--- src/rtl/uart_tx_16x.sv ---
// uart_tx_16x - serial UART transmitter timed from a 16x oversample clock.
//
// Frames parallel words onto txd: idle high, one start bit (low), DATA_BITS
// data bits LSB first, an optional even parity bit, then STOP_BITS stop bits
// (high). Every bit lasts OVERSAMPLE ticks, where a tick is a one-cycle pulse
// made from each rising edge of the clk16x level. A one-deep holding register
// lets the producer queue the next word while the current frame is shifting,
// so consecutive frames go out with no idle gap.
//
// Optional feature macro: UART_TX_PARITY_EN
//   defined   -> an even parity bit (XOR of the data bits) follows the data
//   undefined -> no parity state and no parity logic
//
// Ports:
//   clk_input  in   system clock, all logic on its rising edge
//   rst_n      in   synchronous reset, active low
//   clk16x     in   16x baud square wave from the divider
//   tx_data    in   word to send (DATA_BITS wide)
//   tx_valid   in   producer offers tx_data
//   tx_ready   out  holding register empty; a word moves on tx_valid & tx_ready
//   txd        out  serial line
//   tx_busy    out  a frame is on the line
//   tx_done    out  one-cycle pulse on the last tick of the final stop bit
//
// State table:
//   state     | meaning
//   S_IDLE    | line high, waiting for a tick with the holding register full
//   S_START   | start bit (low) for OVERSAMPLE ticks
//   S_DATA    | data bit bit_idx for OVERSAMPLE ticks, LSB first
//   S_PARITY  | even parity bit for OVERSAMPLE ticks (parity build only)
//   S_STOP    | stop bit(s) (high), STOP_BITS * OVERSAMPLE ticks

module uart_tx_16x #(
  parameter int DATA_BITS  = 8,
  parameter int STOP_BITS  = 1,
  parameter int OVERSAMPLE = 16
) (
  input  logic                 clk_input,
  input  logic                 rst_n,
  input  logic                 clk16x,
  input  logic [DATA_BITS-1:0] tx_data,
  input  logic                 tx_valid,
  output logic                 tx_ready,
  output logic                 txd,
  output logic                 tx_busy,
  output logic                 tx_done
);

  localparam int CNT_W = (OVERSAMPLE > 1) ? $clog2(OVERSAMPLE) : 1;
  localparam int IDX_W = (DATA_BITS > 1) ? $clog2(DATA_BITS) : 1;
  localparam logic [CNT_W-1:0] CNT_LAST = CNT_W'(OVERSAMPLE - 1);
  localparam logic [IDX_W-1:0] IDX_LAST = IDX_W'(DATA_BITS - 1);
  localparam logic STOP_LAST = 1'(STOP_BITS - 1);

  typedef enum logic [2:0] {
    S_IDLE   = 3'd0,
    S_START  = 3'd1,
    S_DATA   = 3'd2,
    S_STOP   = 3'd3
`ifdef UART_TX_PARITY_EN
    , S_PARITY = 3'd4
`endif
  } state_t;

  state_t               state;
  logic                 c16_d;
  logic                 tick;
  logic                 hold_full;
  logic [DATA_BITS-1:0] hold_data;
  logic [DATA_BITS-1:0] shift;
  logic [CNT_W-1:0]     bit_cnt;
  logic [IDX_W-1:0]     bit_idx;
  logic                 stop_idx;
  logic                 bit_last;
`ifdef UART_TX_PARITY_EN
  logic                 parity;
`endif

  assign tick     = clk16x & ~c16_d;
  assign bit_last = (bit_cnt == CNT_LAST);
  assign tx_ready = ~hold_full;

  always_ff @(posedge clk_input) begin
    if (!rst_n) begin
      state     <= S_IDLE;
      c16_d     <= 1'b0;
      hold_full <= 1'b0;
      hold_data <= '0;
      shift     <= '0;
      bit_cnt   <= '0;
      bit_idx   <= '0;
      stop_idx  <= 1'b0;
      txd       <= 1'b1;
      tx_busy   <= 1'b0;
      tx_done   <= 1'b0;
`ifdef UART_TX_PARITY_EN
      parity    <= 1'b0;
`endif
    end else begin
      c16_d   <= clk16x;
      tx_done <= 1'b0;

      // Loads only into an empty register; the FSM only takes from a full
      // one, so a load and a take can never collide in the same cycle.
      if (tx_valid && !hold_full) begin
        hold_full <= 1'b1;
        hold_data <= tx_data;
      end

      if (tick) begin
        if (state != S_IDLE) begin
          bit_cnt <= bit_last ? '0 : bit_cnt + CNT_W'(1);
        end

        case (state)
          S_IDLE: begin
            if (hold_full) begin
              shift     <= hold_data;
              hold_full <= 1'b0;
              bit_cnt   <= '0;
              stop_idx  <= 1'b0;
              txd       <= 1'b0;
              tx_busy   <= 1'b1;
              state     <= S_START;
`ifdef UART_TX_PARITY_EN
              parity    <= ^hold_data;
`endif
            end
          end

          S_START: begin
            if (bit_last) begin
              bit_idx <= '0;
              txd     <= shift[0];
              state   <= S_DATA;
            end
          end

          S_DATA: begin
            if (bit_last) begin
              if (bit_idx == IDX_LAST) begin
`ifdef UART_TX_PARITY_EN
                txd   <= parity;
                state <= S_PARITY;
`else
                txd   <= 1'b1;
                state <= S_STOP;
`endif
              end else begin
                // Next bit is driven straight from shift[1] so txd changes on
                // the same edge the shifter advances.
                shift   <= shift >> 1;
                txd     <= shift[1];
                bit_idx <= bit_idx + IDX_W'(1);
              end
            end
          end

`ifdef UART_TX_PARITY_EN
          S_PARITY: begin
            if (bit_last) begin
              txd   <= 1'b1;
              state <= S_STOP;
            end
          end
`endif

          S_STOP: begin
            if (bit_last) begin
              if (stop_idx == STOP_LAST) begin
                tx_done  <= 1'b1;
                stop_idx <= 1'b0;
                if (hold_full) begin
                  // Back-to-back: the next start bit begins on this tick.
                  shift     <= hold_data;
                  hold_full <= 1'b0;
                  txd       <= 1'b0;
                  state     <= S_START;
`ifdef UART_TX_PARITY_EN
                  parity    <= ^hold_data;
`endif
                end else begin
                  tx_busy <= 1'b0;
                  state   <= S_IDLE;
                end
              end else begin
                stop_idx <= 1'b1;
              end
            end
          end

          default: begin
            txd     <= 1'b1;
            tx_busy <= 1'b0;
            state   <= S_IDLE;
          end
        endcase
      end
    end
  end

endmodule

--- config.mk ---
export PLATFORM = sky130hd
export DESIGN_NAME = uart_tx_16x
export DESIGN_NICKNAME = d
export VERILOG_FILES = /design/src/rtl/uart_tx_16x.sv
export SDC_FILE = /design/constraint.sdc
export NUM_CORES = 1
export LEC_CHECK = 0
export CAP_MARGIN = 15
export CORE_ASPECT_RATIO = 1.4
export CORE_MARGIN = 1
export CORE_UTILIZATION = 50
export CTS_CLUSTER_DIAMETER = 100
export DETAILED_ROUTE_END_ITERATION = 8
export GPL_TIMING_DRIVEN = 0
export PLACE_DENSITY = 0.74
export REMOVE_ABC_BUFFERS = 1
export SLEW_MARGIN = 10
export SYNTH_ARGS = -nofsm -noshare
export SYNTH_HDL_FRONTEND = slang
export SYNTH_SLANG_ARGS = --single-unit
--- constraint.sdc ---
create_clock -name clk_input -period 1.8 [get_ports clk_input]
set_input_delay 0.45 -clock clk_input [delete_from_list [all_inputs] [get_ports clk_input]]
set_output_delay 0.45 -clock clk_input [all_outputs]
set_load 0.01 [all_outputs]
### After elaboration in Yosys (flattened, before gate mapping)

Index checks and enable logic that the tools add are counted.
W data, S select, Z words.

* register bits: 32
* input bits: 12
* output and inout bits: 4
* logic and storage cells: 90

* $add $sub $neg: 2
* equality and inequality tests: 13
* mux-type cells: 45
* bitwise gates (word level): 4
* reduce and logical (&&, ||, !) cells: 15

Operators by type and width (count)
* $mux W8: 5
* $mux W3: 9
* $pmux W8 S3: 1
* $mux W1: 20
* $mux W4: 4
* $ne A2 B2 Y1 const B: 8
* $pmux W3 S4: 1
* $reduce_and A6 Y1: 2
* $reduce_and A5 Y1: 2
* $reduce_and A4 Y1: 2
* $reduce_and A7 Y1: 1
* $eq A3 B2 Y1 const B: 2
* $pmux W3 S2: 1
* $reduce_bool A3 Y1: 2
* $add A4 B1 Y4 const B: 1
* $eq A4 B4 Y1 const B: 1
* $pmux W1 S2: 2
* $pmux W1 S4: 1
* $reduce_bool A2 Y1: 2
* $add A3 B1 Y3 const B: 1
* $eq A3 B1 Y1 const B: 1
* $eq A3 B3 Y1 const B: 1
* $logic_not A3 Y1: 1
* $not A1 Y1: 3
* other kinds (5): 5

### Logic depth before layout (Yosys ltp)

* word-level depth: 8
* mapped depth: 7
* depth with buffers taken out: 5

### Worst setup path before layout

No wires, ideal clock.

* path kind: input to register
* from: input port state[0]
* to: register txd
* setup time: 0.121 ns
* arrival time: 1.724 ns
* data required time: 1.679 ns
* path slack: -0.045 ns
* stages on the path: 7
* buffers on the path: 1
* path through: dfxtp_1 -> inv_1 -> ha_1 -> buf_6 -> or3_4 -> a211oi_1 -> mux2_2

* longest elaborated chain between the ends: 3
* elaborated cells on any way between the ends: 10
* classes of those cells: eq/ne: 7; mux: 1; reduce/logical: 2

RTL lines
* start: declaration: line 65 `state_t state;`
* $eq A3 B1 Y1 or $eq A3 B2 Y1 (tied branches): line 115 `case (state)`
* $ne A2 B2 Y1 (no line)
* $reduce_and A5 Y1 (no line)
* end signal: assignment: line 134 `txd <= shift[0];`
* end signal: assignment: line 153 `txd <= shift[1];`
* end: declaration: line 44 `output logic txd,`

Parallel ways exist; a longest one is shown, timed or not.
A chain may end at the register's enable or synchronous reset.

### Worst setup path in the final report

* from: input port state[1]
* to: register state[1]

* longest elaborated chain between the ends: 3
* elaborated cells on any way between the ends: 12
* classes of those cells: eq/ne: 9; mux: 1; reduce/logical: 2

RTL lines (line)
* $eq A3 B2 Y1 (tied with other cells): 115
* $ne A2 B2 Y1 (no line)
* $reduce_and A7 Y1 (no line)

Parallel ways exist; a longest one is shown, timed or not.

==> flow_summary_export.csv <==
group,metric,value,unit
worst_setup_path,worstPathArrival,1.93,ns
cts,root_buffer,"clkbuf_8",
drt,wirelength,2931,um
floorplanning,start_util,0.5381,
grt,grt_pass1_wl,4788,um
power_and_ir_drop,seqPwrFrac,0.469,
grt,track_usage,0.1965,
placed_design,dp_slack,-0.3878,ns
drt,drtAntennaViolNets,0,
worst_setup_path,critPathTopFamily,"compound AO/OA/AOI/OAI gates",
cts,clk_pin_slew_worst_paths,0.06,ns
power_and_ir_drop,pwr-share-comb,0.166,
sta,final.min_clock_period,1.728,ns
logic_synthesis,async_flop_share,0,
sta,setup_ws,0.07175,ns
power_and_ir_drop,pwr_density_cell,789.9,nW/um2
worst_setup_path,crit_slowest_cell,"a2111oi_4",
drt,num_vias,1204,
logic_synthesis,ys_types,34,
floorplanning,die_y,68.18,um
grt,grt-ovfl-total,0,
logic_synthesis,ys_ff_latch,30,
logic_synthesis,avgSynthCellArea,9.537,um2
power_and_ir_drop,internal-power,1134,uW
job,max_cap_violations,0,
cts,clk_latency,0.28,ns
worst_setup_path,cpPeakStageDelay,0.42,ns
cts,cts.sinks,30,
power_and_ir_drop,power_switching_share,0.2566,
grt,grt_antenna_before_repair,0,
placed_design,dpl.hpwl,2018,um
worst_setup_path,crit_chain,"inv_4 -> ha_4 -> or3_4 -> a2111oi_4 -> mux2i_1",
sta,fin_tns_setup,0,ns
layout,area_delta_synth_final,23.52,%
floorplanning,die_area,3359,um2
floorplanning,num_rows,23,
power_and_ir_drop,p_switching,391.6,uW
cts,cts_tree,"yes",
worst_setup_path,start_kind,"flip-flop",
floorplanning,die_w,49.27,um
power_and_ir_drop,p_clk_frac,0.364,
worst_setup_path,cp.required,2.00,ns
grt,grt_max_degree,29,
worst_setup_path,crit_buf_inv,1,
logic_synthesis,synth-main-ff-cell,"dfxtp_1",
power_and_ir_drop,leakagePower,0.0007878,uW
drt,viasPerCell,5.498,
logic_synthesis,netlist_area,1564,um2
layout,diodes,0,
logic_synthesis,synth_edf_count,0,
worst_setup_path,criticalPathCategory,"flip-flop to flip-flop",
logic_synthesis,seq_area_frac_synth,0.3840,
floorplanning,num_io_pins,16,
sta,relSlewSlack,0.5664,
placed_design,place.gp.congestion,0.7653,
logic_synthesis,yosys_warnings,0,
hold_path,hold_class,"flip-flop to flip-flop",
sta,setup_viol,0,
sta,worstMarginPinSlew,0.6494,ns
sta,rsz0062_at_grt,"no",
drt,drc,0,
worst_setup_path,setup.worst_path.end_class,"flip-flop",
placed_design,port_buffers,15,
layout,drive_gt1_frac,0.1978,
sta,report.final.hold_viol_count,0,
run_status,outcome,"complete, no violations",
sta,slew_viol_final,0,
layout,nFillCells,247,
layout,nets,201,
logic_synthesis,synth_cells,164,
sta,finClkSkew,0.005409,ns
drt,post_drt_wl_per_cell,13.38,um
sta,fin_crit_sh,0.9601,
layout,final_cells,219,
worst_setup_path,path_max_fanout,4,
power_and_ir_drop,irDropWorstVdd,0.6508,mV
drt,dr.pass1.iters,4,
grt,grt_pass1_vias,1098,
drt,drt_iter0_markers,38,
cts,numCtsBuffers,5,
cts,cts_buffer_depth,2,
cts,htreeDepth,2,
sta,fmax,578.6,MHz
floorplanning,core_area,2907,um2
placed_design,placedCellCount,208,
-- Yosys cell counts (all sizes together) (5+ instances only) --
library cell,instances,share of area
mux2,8,0.058
nand3,5,0.016
o21ai,6,0.019
nand2,27,0.065
mux2i,22,0.14
clkbuf,7,0.017
ha,8,0.064
dfxtp,30,0.38
nor2b,13,0.052
-- per-stage QoR --
step | instance area (um2) | utilization | total power (uW) | hold slack [ns]
detailed placement | 1745 | 0.6005 | 960.4 | 0.4520
CTS | 1874 | 0.6449 | 1529 | 0.4608
global placement | 1718 | 0.5910 | 947.0 | 0.4423
global route | 1932 | 0.6647 | 1605 | 0.4893
finish | 1932 | 0.6647 | 1526 | 0.4589
floorplan | 1521 | - | 871.4 | 0.4345
-- registers in the layout, indices dropped and copies added (netlist names), 2 cells and up --
signal,cells
shift,8
state,2
bit_idx,3
hold_data,8
bit_cnt,4
-- final timing paths --
path,startpoint,endpoint,slack (ns),cells after the start
max,state[1]$_SDFFE_PN0P_,state[1]$_SDFFE_PN0P_,0.07,5
min,shift[3]$_SDFFE_PN0P_,shift[3]$_SDFFE_PN0P_,0.46,2
max reg2reg,state[1]$_SDFFE_PN0P_,state[1]$_SDFFE_PN0P_,0.07,5
min reg2reg,shift[3]$_SDFFE_PN0P_,shift[3]$_SDFFE_PN0P_,0.46,2
-- worst reg2reg max path: cells and delay by family, from the launching register on --
| family | cells | cell delay [ns] |
|---|---|---|
| AOI/OAI and AO/OA | 1 | 0.42 |
| adders and majority gates | 1 | 0.15 |
| buffers and inverters | 1 | 0.05 |
| DFF | 1 | 0.38 |
| muxes | 1 | 0.24 |
| and+or+nand+nor | 1 | 0.41 |
-- layout make-up --
cell class,count,area (um2),share of cell area
clock inverters,1,5.005,0.002591
multi-input cells,122,965.9,0.5000
well taps,37,46.29,0.02396
clock buffers,7,86.33,0.04469
repair buffers,19,202.7,0.1049
inverters,3,16.27,0.008420
flip-flops and latches,30,609.3,0.3154
-- repair_timing --
action                                  CTS  global route
resized for setup                         6            15
endpoints found under the setup margin   22            14
endpoints found under the hold margin     0             0
hold buffers                              0             0
pin swaps                                 1             3
buffers inserted                          2             1
-- cells in the final DEF (no fill, tap or decap), types with 2 or more instances in the layout --
cell	synthesis	final
nand2_1	27	27
dfxtp_1	30	27
mux2i_1	22	22
clkdlybuf4s50_1	0	14
nor2b_1	13	11
mux2_2	8	8
o21ai_0	6	6
clkbuf_8	0	6
nand3_1	5	5
ha_1	8	5
nor2_1	3	3
nand3b_1	3	3
a21boi_0	3	3
buf_4	0	3
inv_4	0	2
nor3_1	2	2
nor2b_2	0	2
a21oi_1	2	2
o31ai_1	2	2
or4_1	2	2
ha_4	0	2
dfxtp_4	0	2
-- cell families after synthesis --
logic type,Yosys count,synth area share
multiplexers,30,0.1984
flip-flops,30,0.3840
AO/OA/AOI/OAI,23,0.1192
AND/OR/NAND/NOR,61,0.2000
buffers and inverters,12,0.03440
adder cells (fa/ha/maj),8,0.06400
-- power by group through the flow --
stage | logic (uW) | registers [uW] | clock network [uW]
after floorplan | 148 | 724 | 0
after global placement | 222 | 725 | 0
after detailed placement | 234 | 727 | 0
after CTS | 241 | 714 | 574
after global routing | 275 | 720 | 610
final | 254 | 716 | 556
-- per-layer routing --
metal | vias up | global-route usage | part of all wire
met1 | 568 | 0.1984 | 0.41
met5 | - | 0 | 0
li1 | 609 | - | -
met2 | 20 | 0.3390 | 0.53
met3 | 7 | 0.06667 | 0.036
met4 | 0 | 0.1434 | 0.026
(Power assumes the default switching activity.)
